**src/rtl/dp_pkg.sv**
```systemverilog
// Shared encodings for the dp_issue data-processing sequencer.
package dp_pkg;

  // ALU opcodes (instr[24:21]), passed straight through to the ALU.
  localparam logic [3:0] OP_AND = 4'b0000;
  localparam logic [3:0] OP_EOR = 4'b0001;
  localparam logic [3:0] OP_SUB = 4'b0010;
  localparam logic [3:0] OP_ADD = 4'b0100;
  localparam logic [3:0] OP_CMP = 4'b1010;
  localparam logic [3:0] OP_ORR = 4'b1100;

  // Supported condition codes (instr[31:28]).
  localparam logic [3:0] COND_EQ = 4'b0000;
  localparam logic [3:0] COND_NE = 4'b0001;
  localparam logic [3:0] COND_CS = 4'b0010;
  localparam logic [3:0] COND_CC = 4'b0011;
  localparam logic [3:0] COND_HI = 4'b1000;
  localparam logic [3:0] COND_LS = 4'b1001;
  localparam logic [3:0] COND_AL = 4'b1110;

  // Register-operand shift types (only used when the shifter is built in).
  localparam logic [1:0] SH_LSL = 2'b00;
  localparam logic [1:0] SH_LSR = 2'b01;

  typedef enum logic [1:0] {
    ST_IDLE,
    ST_READ,
    ST_EXEC,
    ST_WB
  } state_t;

  function automatic logic opcode_ok(input logic [3:0] op);
    return (op == OP_AND) || (op == OP_EOR) || (op == OP_SUB) ||
           (op == OP_ADD) || (op == OP_CMP) || (op == OP_ORR);
  endfunction

  function automatic logic cond_ok(input logic [3:0] c);
    return (c == COND_EQ) || (c == COND_NE) || (c == COND_CS) || (c == COND_CC) ||
           (c == COND_HI) || (c == COND_LS) || (c == COND_AL);
  endfunction

endpackage

```
**src/rtl/dp_op2_gen.sv**
```systemverilog
// Operand-2 generator: rotated 8-bit immediate or register operand.
// Build option DP_ISSUE_SHIFT_EN adds an LSL/LSR immediate-amount shifter on the
// register path; legality of the shift encoding is checked by the caller.
module dp_op2_gen
  import dp_pkg::*;
#(
  parameter int unsigned XLEN = 32
) (
  input  logic            imm,
  input  logic [11:0]     field,
  input  logic [XLEN-1:0] rm_data,
  output logic [XLEN-1:0] op2
);

  logic [2*XLEN-1:0] rot_dbl;
  logic [4:0]        rot_amt;
  logic [XLEN-1:0]   reg_val;

  // Select immediate (rotate right by twice the 4-bit field) or register value.
  always_comb begin
    rot_amt = {field[11:8], 1'b0};
    // Shifting a doubled copy right yields the rotation in the low half.
    rot_dbl = {XLEN'(field[7:0]), XLEN'(field[7:0])} >> rot_amt;
`ifdef DP_ISSUE_SHIFT_EN
    if (field[6:5] == SH_LSR) begin
      reg_val = rm_data >> field[11:7];
    end else begin
      reg_val = rm_data << field[11:7];
    end
`else
    reg_val = rm_data;
`endif
    op2 = imm ? rot_dbl[XLEN-1:0] : reg_val;
  end

endmodule

```
**src/rtl/dp_issue.sv**
```systemverilog
// Decode/issue/write-back sequencer for the data-processing ALU.
// One instruction every four cycles: IDLE -> READ -> EXEC -> WB, with the
// retire pulses registered so they appear in the cycle after leaving WB.
// Optional build macro: DP_ISSUE_SHIFT_EN (register operand shifter).
module dp_issue #(
  parameter int unsigned XLEN  = 32,
  parameter int unsigned RF_AW = 4
) (
  input  logic             clk,
  input  logic             rst,
  input  logic [31:0]      instr,
  input  logic             instr_valid,
  output logic             instr_ready,
  output logic [RF_AW-1:0] rf_raddr1,
  output logic [RF_AW-1:0] rf_raddr2,
  input  logic [XLEN-1:0]  rf_rdata1,
  input  logic [XLEN-1:0]  rf_rdata2,
  output logic [XLEN-1:0]  alu_op1,
  output logic [XLEN-1:0]  alu_op2,
  output logic [3:0]       alu_op,
  input  logic [XLEN-1:0]  alu_result,
  input  logic             alu_zero,
  input  logic             alu_lt,
  input  logic             alu_gt,
  output logic             rf_we,
  output logic [RF_AW-1:0] rf_waddr,
  output logic [XLEN-1:0]  rf_wdata,
  output logic             flag_z,
  output logic             flag_lt,
  output logic             flag_gt,
  output logic             done,
  output logic             illegal
);

  import dp_pkg::*;

  state_t state_q, state_d;

  logic [31:0]      instr_q;
  logic             legal_q;
  logic             pass_q;
  logic [XLEN-1:0]  res_q;
  logic [XLEN-1:0]  op1_q, op2_q;
  logic [3:0]       aluop_q;
  logic             z_q, lt_q, gt_q;
  logic             we_q, done_q, illegal_q;
  logic [RF_AW-1:0] waddr_q;
  logic [XLEN-1:0]  wdata_q;

  // Instruction fields of the captured word.
  logic [3:0]  f_cond, f_opc, f_rn, f_rd;
  logic [1:0]  f_class;
  logic        f_imm, f_s;
  logic [11:0] f_op2;

  assign f_cond  = instr_q[31:28];
  assign f_class = instr_q[27:26];
  assign f_imm   = instr_q[25];
  assign f_opc   = instr_q[24:21];
  assign f_s     = instr_q[20];
  assign f_rn    = instr_q[19:16];
  assign f_rd    = instr_q[15:12];
  assign f_op2   = instr_q[11:0];

  logic            op2_ok, legal, cond_pass, is_cmp;
  logic [XLEN-1:0] op2_val;

  dp_op2_gen #(
    .XLEN(XLEN)
  ) u_op2_gen (
    .imm    (f_imm),
    .field  (f_op2),
    .rm_data(rf_rdata2),
    .op2    (op2_val)
  );

  // Legality decode and condition evaluation against the current flags.
  always_comb begin
`ifdef DP_ISSUE_SHIFT_EN
    op2_ok = f_imm || (!f_op2[4] && ((f_op2[6:5] == SH_LSL) || (f_op2[6:5] == SH_LSR)));
`else
    op2_ok = f_imm || (f_op2[11:4] == 8'd0);
`endif
    legal  = (f_class == 2'b00) && opcode_ok(f_opc) && cond_ok(f_cond) && op2_ok;
    is_cmp = (f_opc == OP_CMP);
    case (f_cond)
      COND_EQ: cond_pass = z_q;
      COND_NE: cond_pass = !z_q;
      COND_CS: cond_pass = !lt_q;
      COND_CC: cond_pass = lt_q;
      COND_HI: cond_pass = gt_q;
      COND_LS: cond_pass = !gt_q;
      COND_AL: cond_pass = 1'b1;
      default: cond_pass = 1'b0;
    endcase
  end

  // Next-state logic and register-file read addressing.
  always_comb begin
    state_d     = state_q;
    instr_ready = (state_q == ST_IDLE);
    rf_raddr1   = '0;
    rf_raddr2   = '0;
    case (state_q)
      ST_IDLE: if (instr_valid) state_d = ST_READ;
      ST_READ: begin
        rf_raddr1 = RF_AW'(f_rn);
        rf_raddr2 = RF_AW'(f_op2[3:0]);
        state_d   = legal ? ST_EXEC : ST_WB;
      end
      ST_EXEC: state_d = ST_WB;
      ST_WB:   state_d = ST_IDLE;
      default: state_d = ST_IDLE;
    endcase
  end

  // State, datapath latches, flags and registered retire outputs.
  always_ff @(posedge clk or posedge rst) begin
    if (rst) begin
      state_q   <= ST_IDLE;
      instr_q   <= '0;
      legal_q   <= 1'b0;
      pass_q    <= 1'b0;
      res_q     <= '0;
      op1_q     <= '0;
      op2_q     <= '0;
      aluop_q   <= '0;
      z_q       <= 1'b0;
      lt_q      <= 1'b0;
      gt_q      <= 1'b0;
      we_q      <= 1'b0;
      done_q    <= 1'b0;
      illegal_q <= 1'b0;
      waddr_q   <= '0;
      wdata_q   <= '0;
    end else begin
      state_q   <= state_d;
      we_q      <= 1'b0;
      done_q    <= 1'b0;
      illegal_q <= 1'b0;
      waddr_q   <= '0;
      wdata_q   <= '0;
      case (state_q)
        ST_IDLE: if (instr_valid) instr_q <= instr;
        ST_READ: begin
          legal_q <= legal;
          // Illegal instructions never reach the ALU, so leave its inputs alone.
          if (legal) begin
            op1_q   <= rf_rdata1;
            op2_q   <= op2_val;
            aluop_q <= f_opc;
          end
        end
        ST_EXEC: begin
          res_q  <= alu_result;
          pass_q <= cond_pass;
          if (cond_pass && (f_s || is_cmp)) begin
            z_q  <= alu_zero;
            lt_q <= alu_lt;
            gt_q <= alu_gt;
          end
        end
        ST_WB: begin
          done_q    <= 1'b1;
          illegal_q <= !legal_q;
          if (legal_q && pass_q && !is_cmp) begin
            we_q    <= 1'b1;
            waddr_q <= RF_AW'(f_rd);
            wdata_q <= res_q;
          end
        end
        default: ;
      endcase
    end
  end

  assign alu_op1  = op1_q;
  assign alu_op2  = op2_q;
  assign alu_op   = aluop_q;
  assign flag_z   = z_q;
  assign flag_lt  = lt_q;
  assign flag_gt  = gt_q;
  assign rf_we    = we_q;
  assign rf_waddr = waddr_q;
  assign rf_wdata = wdata_q;
  assign done     = done_q;
  assign illegal  = illegal_q;

endmodule

```
**config.mk**
```make
export PLATFORM = sky130hd
export DESIGN_NAME = dp_issue
export DESIGN_NICKNAME = d
export VERILOG_FILES = /design/src/rtl/dp_pkg.sv /design/src/rtl/dp_op2_gen.sv /design/src/rtl/dp_issue.sv
export SDC_FILE = /design/constraint.sdc
export NUM_CORES = 1
export LEC_CHECK = 0
export CORE_ASPECT_RATIO = 1.4
export CORE_UTILIZATION = 49
export DETAILED_ROUTE_END_ITERATION = 8
export GPL_TIMING_DRIVEN = 0
export PLACE_DENSITY = 0.85
export SYNTH_ARGS = -nofsm -noshare
export SYNTH_HDL_FRONTEND = slang
export SYNTH_SLANG_ARGS = --single-unit
```
**constraint.sdc**
```tcl
create_clock -name clk -period 9.95 [get_ports clk]
set_input_delay 1.99 -clock clk [delete_from_list [all_inputs] [get_ports clk]]
set_output_delay 1.99 -clock clk [all_outputs]
set_load 0.01 [all_outputs]
```
==> results of run 1 <==
[kinds of logic (layout without fill, tap and decap cells)]
| kind of cell | Yosys count | count (layout) | synth area share [%] |
|---|---|---|---|
| flops | 178 | 178 | 59.99 |
| mux | 148 | 148 | 22.33 |
| simple gates | 106 | 106 | 8.881 |
| compound gates | 56 | 56 | 5.797 |
| buf+inv | 34 | 319 | 2.208 |
| fa+ha+maj | 4 | 4 | 0.6741 |
| xor+xnor | 1 | 1 | 0.1180 |
[how the worst max path moves through the flow]
stage / cells after the start / to / startpoint / slack, ns
after detailed placement: 4 / instr_q[15] / instr_valid / 6.27
after floorplan: 1 / alu_op1[0] / rst / 3.13
after global placement: 2 / alu_op1[2] / rst / 1.15
after global routing: 4 / rf_raddr1[1] / state_q[1] / 5.84
final: 4 / rf_raddr2[0] / state_q[1] / 5.94
after CTS: 4 / rf_raddr2[0] / state_q[1] / 5.90
[through the flow]
stage	setup slack [ns]	utilization, %	total power [mW]	std cells
global route	5.837	73.74	3.340	1001
CTS	5.904	73.74	3.192	1001
floorplan	3.130	-	1.910	527
global placement	1.150	69.56	2.468	968
finish	5.939	73.74	3.167	1001
detailed placement	6.275	69.80	2.531	969
[cell usage in the layout (no fill, tap or decap), types with 5 or more instances in the layout]
cell type | Yosys | routed
a21oi_1 | 7 | 7
and2_1 | 47 | 47
mux2_2 | 134 | 134
clkbuf_16 | 0 | 17
o2bb2ai_1 | 20 | 20
inv_1 | 7 | 6
o21ai_0 | 7 | 7
clkdlybuf4s50_1 | 0 | 252
nand2_1 | 13 | 13
nor2_1 | 10 | 10
inv_8 | 0 | 5
mux2i_1 | 7 | 7
dfrtp_1 | 178 | 178
nor4bb_1 | 5 | 5
mux2_1 | 7 | 7
nor2b_1 | 8 | 8
clkbuf_1 | 14 | 14
buf_4 | 5 | 5
[worst max-delay path: stages, from the launching register on]
cell             delay [ns]
dfrtp_1                0.41
inv_1                  0.11
ha_1                   0.35
and2_1                 0.18
clkdlybuf4s50_1        0.55
[flip-flops by register name, indices dropped and copies added, names as in the netlist]
| name | cells |
|---|---|
| rf_we | 1 |
| flag_lt | 1 |
| alu_op2 | 32 |
| pass_q | 1 |
| res_q | 32 |
| alu_op | 4 |
| state_q | 2 |
| rf_waddr | 4 |
| done | 1 |
| legal_q | 1 |
| flag_z | 1 |
| illegal | 1 |
| alu_op1 | 32 |
| instr_q | 32 |
| flag_gt | 1 |
| rf_wdata | 32 |
[area by class of cell]
| class | count | area (um^2) | area share, % |
|---|---|---|---|
| Sequential cell | 178 | 4454 | 41.27 |
| Clock inverter | 14 | 136.4 | 1.263 |
| Timing Repair Buffer | 253 | 2550 | 23.62 |
| Tap cell | 189 | 236.5 | 2.191 |
| Buffer | 27 | 137.6 | 1.275 |
| Multi-Input combinational cell | 315 | 2806 | 26.00 |
| Clock buffer | 18 | 439.2 | 4.069 |
| Inverter | 7 | 33.78 | 0.3130 |
[power by group]
part / total, mW / switching, mW / leakage, nW / internal, mW
Clock: 0.649 / 0.309 / 0.286 / 0.340
Combinational: 1.31 / 0.579 / 2.06 / 0.736
Sequential: 1.20 / 0.186 / 2.18 / 1.02
Total: 3.17 / 1.07 / 4.53 / 2.09
[metal layers]
layer  GRT usage (%)  wire (um)  up-vias
met3           8.113       1564       25
met2           47.97      10550      247
met1           28.50       7036     2666
met5               0          0        -
met4           8.681        369        0
li1                -          -     2430
==> results.ini, run 1 <==
[global_route]
grt_pass1_wl_um = 31070
antenna_found_initial = 0
grt_pass1_vias = 5871
overflow = 0
grt_max_degree = 99
grtUsageTotal_pct = 26.20

[yosys]
syn_inst = 527
synthFlopType = dfrtp_1
synth_nets = 665
synth-seq-cells = 178
yosys.area.top_type = dfrtp_1
synth_edf_count = 0
synthesis.area_mm2 = 0.007425
synth_top_area_share_pct = 59.99
yosysSeqAreaShare_pct = 59.99
synth_common_cells = dfrtp_1, mux2_2, and2_1
synthTopCellsByArea = dfrtp_1, mux2_2, and2_1
synthArstFlopShare_pct = 100.0
synth_most_common_cell = dfrtp_1
synth.avg_cell_area_um2 = 14.09
yosysUniqueCellTypes = 44
synth-warning-count = 0

[timing]
worst_pin_slew_ns = 0.7519
whs_ns = 0.4521
setup_viol = 0
fin_skew_ns = 0.01878
report.final.slew_viol_count = 0
fmax_mhz = 249.3
period_share_pct = 40.31
relSlewSlack_pct = 49.69
min_period_ns = 4.011
rsz0062_at_grt = false
hold_viol_final = 0
tns_ns = 0

[worst_hold_path]
hold_class = reg -> reg
hold_end = illegal
whs_path_depth = 1
min_from = legal_q

[clock_tree]
cts_sinks = 178
cts_resized = 0
insertion_delay_ns = 0.43
numCtsBuffers = 17
cts-root-buf = clkbuf_16
htreeDepth = 4
cts_tree = done
hold_buffers = 0
post-cts-setup-buffers = 0
clkTransAtPathRegs_ns = 0.07
clockBufferDepth = 2

[job]
drv_cap = 0

[die]
io_pins = 253
die_area_mm2 = 0.01566
fp.dieH_um = 147.6
rows = 52
floorplan.initialDensity_pct = 50.72
placeableCoreArea_mm2 = 0.01464
die_x_um = 106.0

[critical_path]
reg2reg_from = instr_q[8]
start_kind = register
critical_path_required_ns = 7.96
path_max_fanout = 10
path_class = reg -> out
rr_worst_depth = 7
cp-end-kind = output pin
ff2ff_setup_slack_ns = 7.46
r2r-end = alu_op1[4]
cp_data_arrival_time_ns = 2.02

[final_layout]
stdcell_area_mm2 = 0.01079
layout-drive-gt1-share_pct = 22.17
nets = 937
syn_to_final_growth_pct = 45.38
num_antenna_cells = 0
n_fill_cell = 1014

[routing]
wl_per_cell_um = 19.50
ant_nets = 0
firstDrtPassIters = 5
vias = 5368
drt-total-wl_um = 19520
drt_iter0_drc = 228
drc = 0
viasPerCell = 5.363

[place]
portBuffers = 252
place.gp.congestion = 0.8728
dp_hpwl_um = 14710
dpl_cell_area_mm2 = 0.01022

[power]
power_density_mw_per_mm2 = 293.4
leakagePower_nw = 4.531
ir_worst_vdd_uv = 149.9

[status]
status = finished, final reports clean

No activity file was read; power rests on OpenSTA's default activity.
==> run 2: changes to the inputs <==
- CORE_UTILIZATION: 49 -> 41
- PLACE_DENSITY: 0.85 -> 0.76
- clock period: 9.95 -> 3.65 ns (I/O delays scaled with it)
==> run 2 against run 1 <==
- clock power grew to 2.6 times the previous value
- critical path depth stayed put
- clock skew fell by 0.011 ns
- combinational power grew to 2.7 times the previous value
- highest routed layer is now met5
- setup slack worse by 5.1 ns
- sequential power rose to 2.7 times the previous value
- non-clock buffer count is 3 higher
==> results.ini, run 2 (synthesis gave the netlist of run 1 again) <==
[status]
status = finished, final reports clean

[place]
portBuffers = 252
place.gp.congestion = 0.8633
dpl_worst_slack_ns = 1.125
dp_hpwl_um = 15390

[critical_path]
start_kind = register
path_buf_inv = 2
crit_family = buffers and inverters
crit_path_cell_trace = inv_1 -> ha_1 -> and2_1 -> clkdlybuf4s50_1
path_class = reg -> out
worst_path_max_delay_cell = clkdlybuf4s50_1
path_max_fanout = 10
cp-end-kind = output pin
critPathMaxStageDelay_ns = 0.60
critical_path_required_ns = 2.92
cp_data_arrival_time_ns = 2.11

[routing]
viasPerCell = 5.123
vias = 5384
drc = 0
firstDrtPassIters = 4
ant_nets = 0
drt-total-wl_um = 19770
wl_per_cell_um = 18.81
drt_iter0_drc = 218

[clock_tree]
clockBufferDepth = 2
insertion_delay_ns = 0.43
post-cts-setup-buffers = 0
numCtsBuffers = 17
htreeDepth = 4
hold_buffers = 0
clkTransAtPathRegs_ns = 0.06
cts_resized = 0
cts_tree = done
cts_sinks = 178
cts-root-buf = clkbuf_16

[die]
fp.dieH_um = 161.2
io_pins = 253
placeableCoreArea_mm2 = 0.01754
floorplan.initialDensity_pct = 42.32
die_x_um = 115.7
rows = 57
die_area_mm2 = 0.01866

[timing]
worst_pin_slew_ns = 0.7001
report.final.slew_viol_count = 0
period_share_pct = 77.69
fin_skew_ns = 0.007374
tns_ns = 0
rsz0062_at_grt = false
relSlewSlack_pct = 53.23
min_period_ns = 2.836
fmax_mhz = 352.6
hold_viol_final = 0
setup_viol = 0
timing.final.ws_setup_ns = 0.8142

[global_route]
grt_pass1_wl_um = 30760
grt_pass1_vias = 5710
grtUsageTotal_pct = 21.97
overflow = 0
antenna_found_initial = 1
grt_max_degree = 46

[job]
drv_cap = 0

[final_layout]
fin_util_pct = 62.01
nets = 940
layout-drive-gt1-share_pct = 22.33
final_cell_mix = clkdlybuf4s50_1, dfrtp_1, mux2_2
layout_commonest_cell = clkdlybuf4s50_1
num_antenna_cells = 0
n_fill_cell = 1462
syn_to_final_growth_pct = 46.53

[power]
power_density_mw_per_mm2 = 786.3
finalPower_mw = 8.554
leakagePower_nw = 4.542
ir_worst_vdd_uv = 401.9

[worst_hold_path]
hold_class = reg -> reg

==> run 2: area by class of cell <==
cell class              count  area [um^2]  share of cell area, %
well taps                 236        295.3                  2.714
repair buffers            256         2603                  23.92
inverters                   7        30.03                 0.2760
clock inverters            12        96.34                 0.8856
clock buffers              20        456.7                  4.198
flip-flops and latches    178         4454                  40.94
plain buffers              27        137.6                  1.265
multi-input cells         315         2806                  25.80
==> run 2: final timing paths <==
check                           start      endpoint  slack, ns  cells past startpoint
setup / recovery           state_q[1]  rf_raddr2[1]       0.81                      4
hold / removal                legal_q       illegal       0.45                      1
setup reg to reg           instr_q[6]    alu_op1[2]       1.12                      6
hold reg to reg               legal_q       illegal       0.45                      1
max in group asynchronous         rst   alu_op1[11]       1.79                      5
min in group asynchronous         rst    alu_op1[3]       0.75                      2
==> run 2: metrics by stage <==
step                      cell area [um^2]  std cells  hold slack [ns]
final                                10880       1051           0.4539
after global routing                 10880       1051           0.4741
after CTS                            10880       1051           0.4555
after detailed placement             10330       1019           0.4490
after global placement               10250       1015           0.4506
after floorplan                       7428        527           0.4258
==> run 2: power breakdown <==
group | total [mW] | switching [mW] | internal, mW
Clock | 1.71 | 0.788 | 0.921
Sequential | 3.27 | 0.493 | 2.77
Combinational | 3.58 | 1.57 | 2.01
==> run 2: per-layer routing <==
layer | vias to the layer above | routed length (um) | GRT usage, %
met1 | 2629 | 7114 | 24.11
met4 | 2 | 429 | 8.042
met5 | - | 15 | 0
li1 | 2440 | - | -
met3 | 31 | 2242 | 8.518
met2 | 282 | 9969 | 38.05
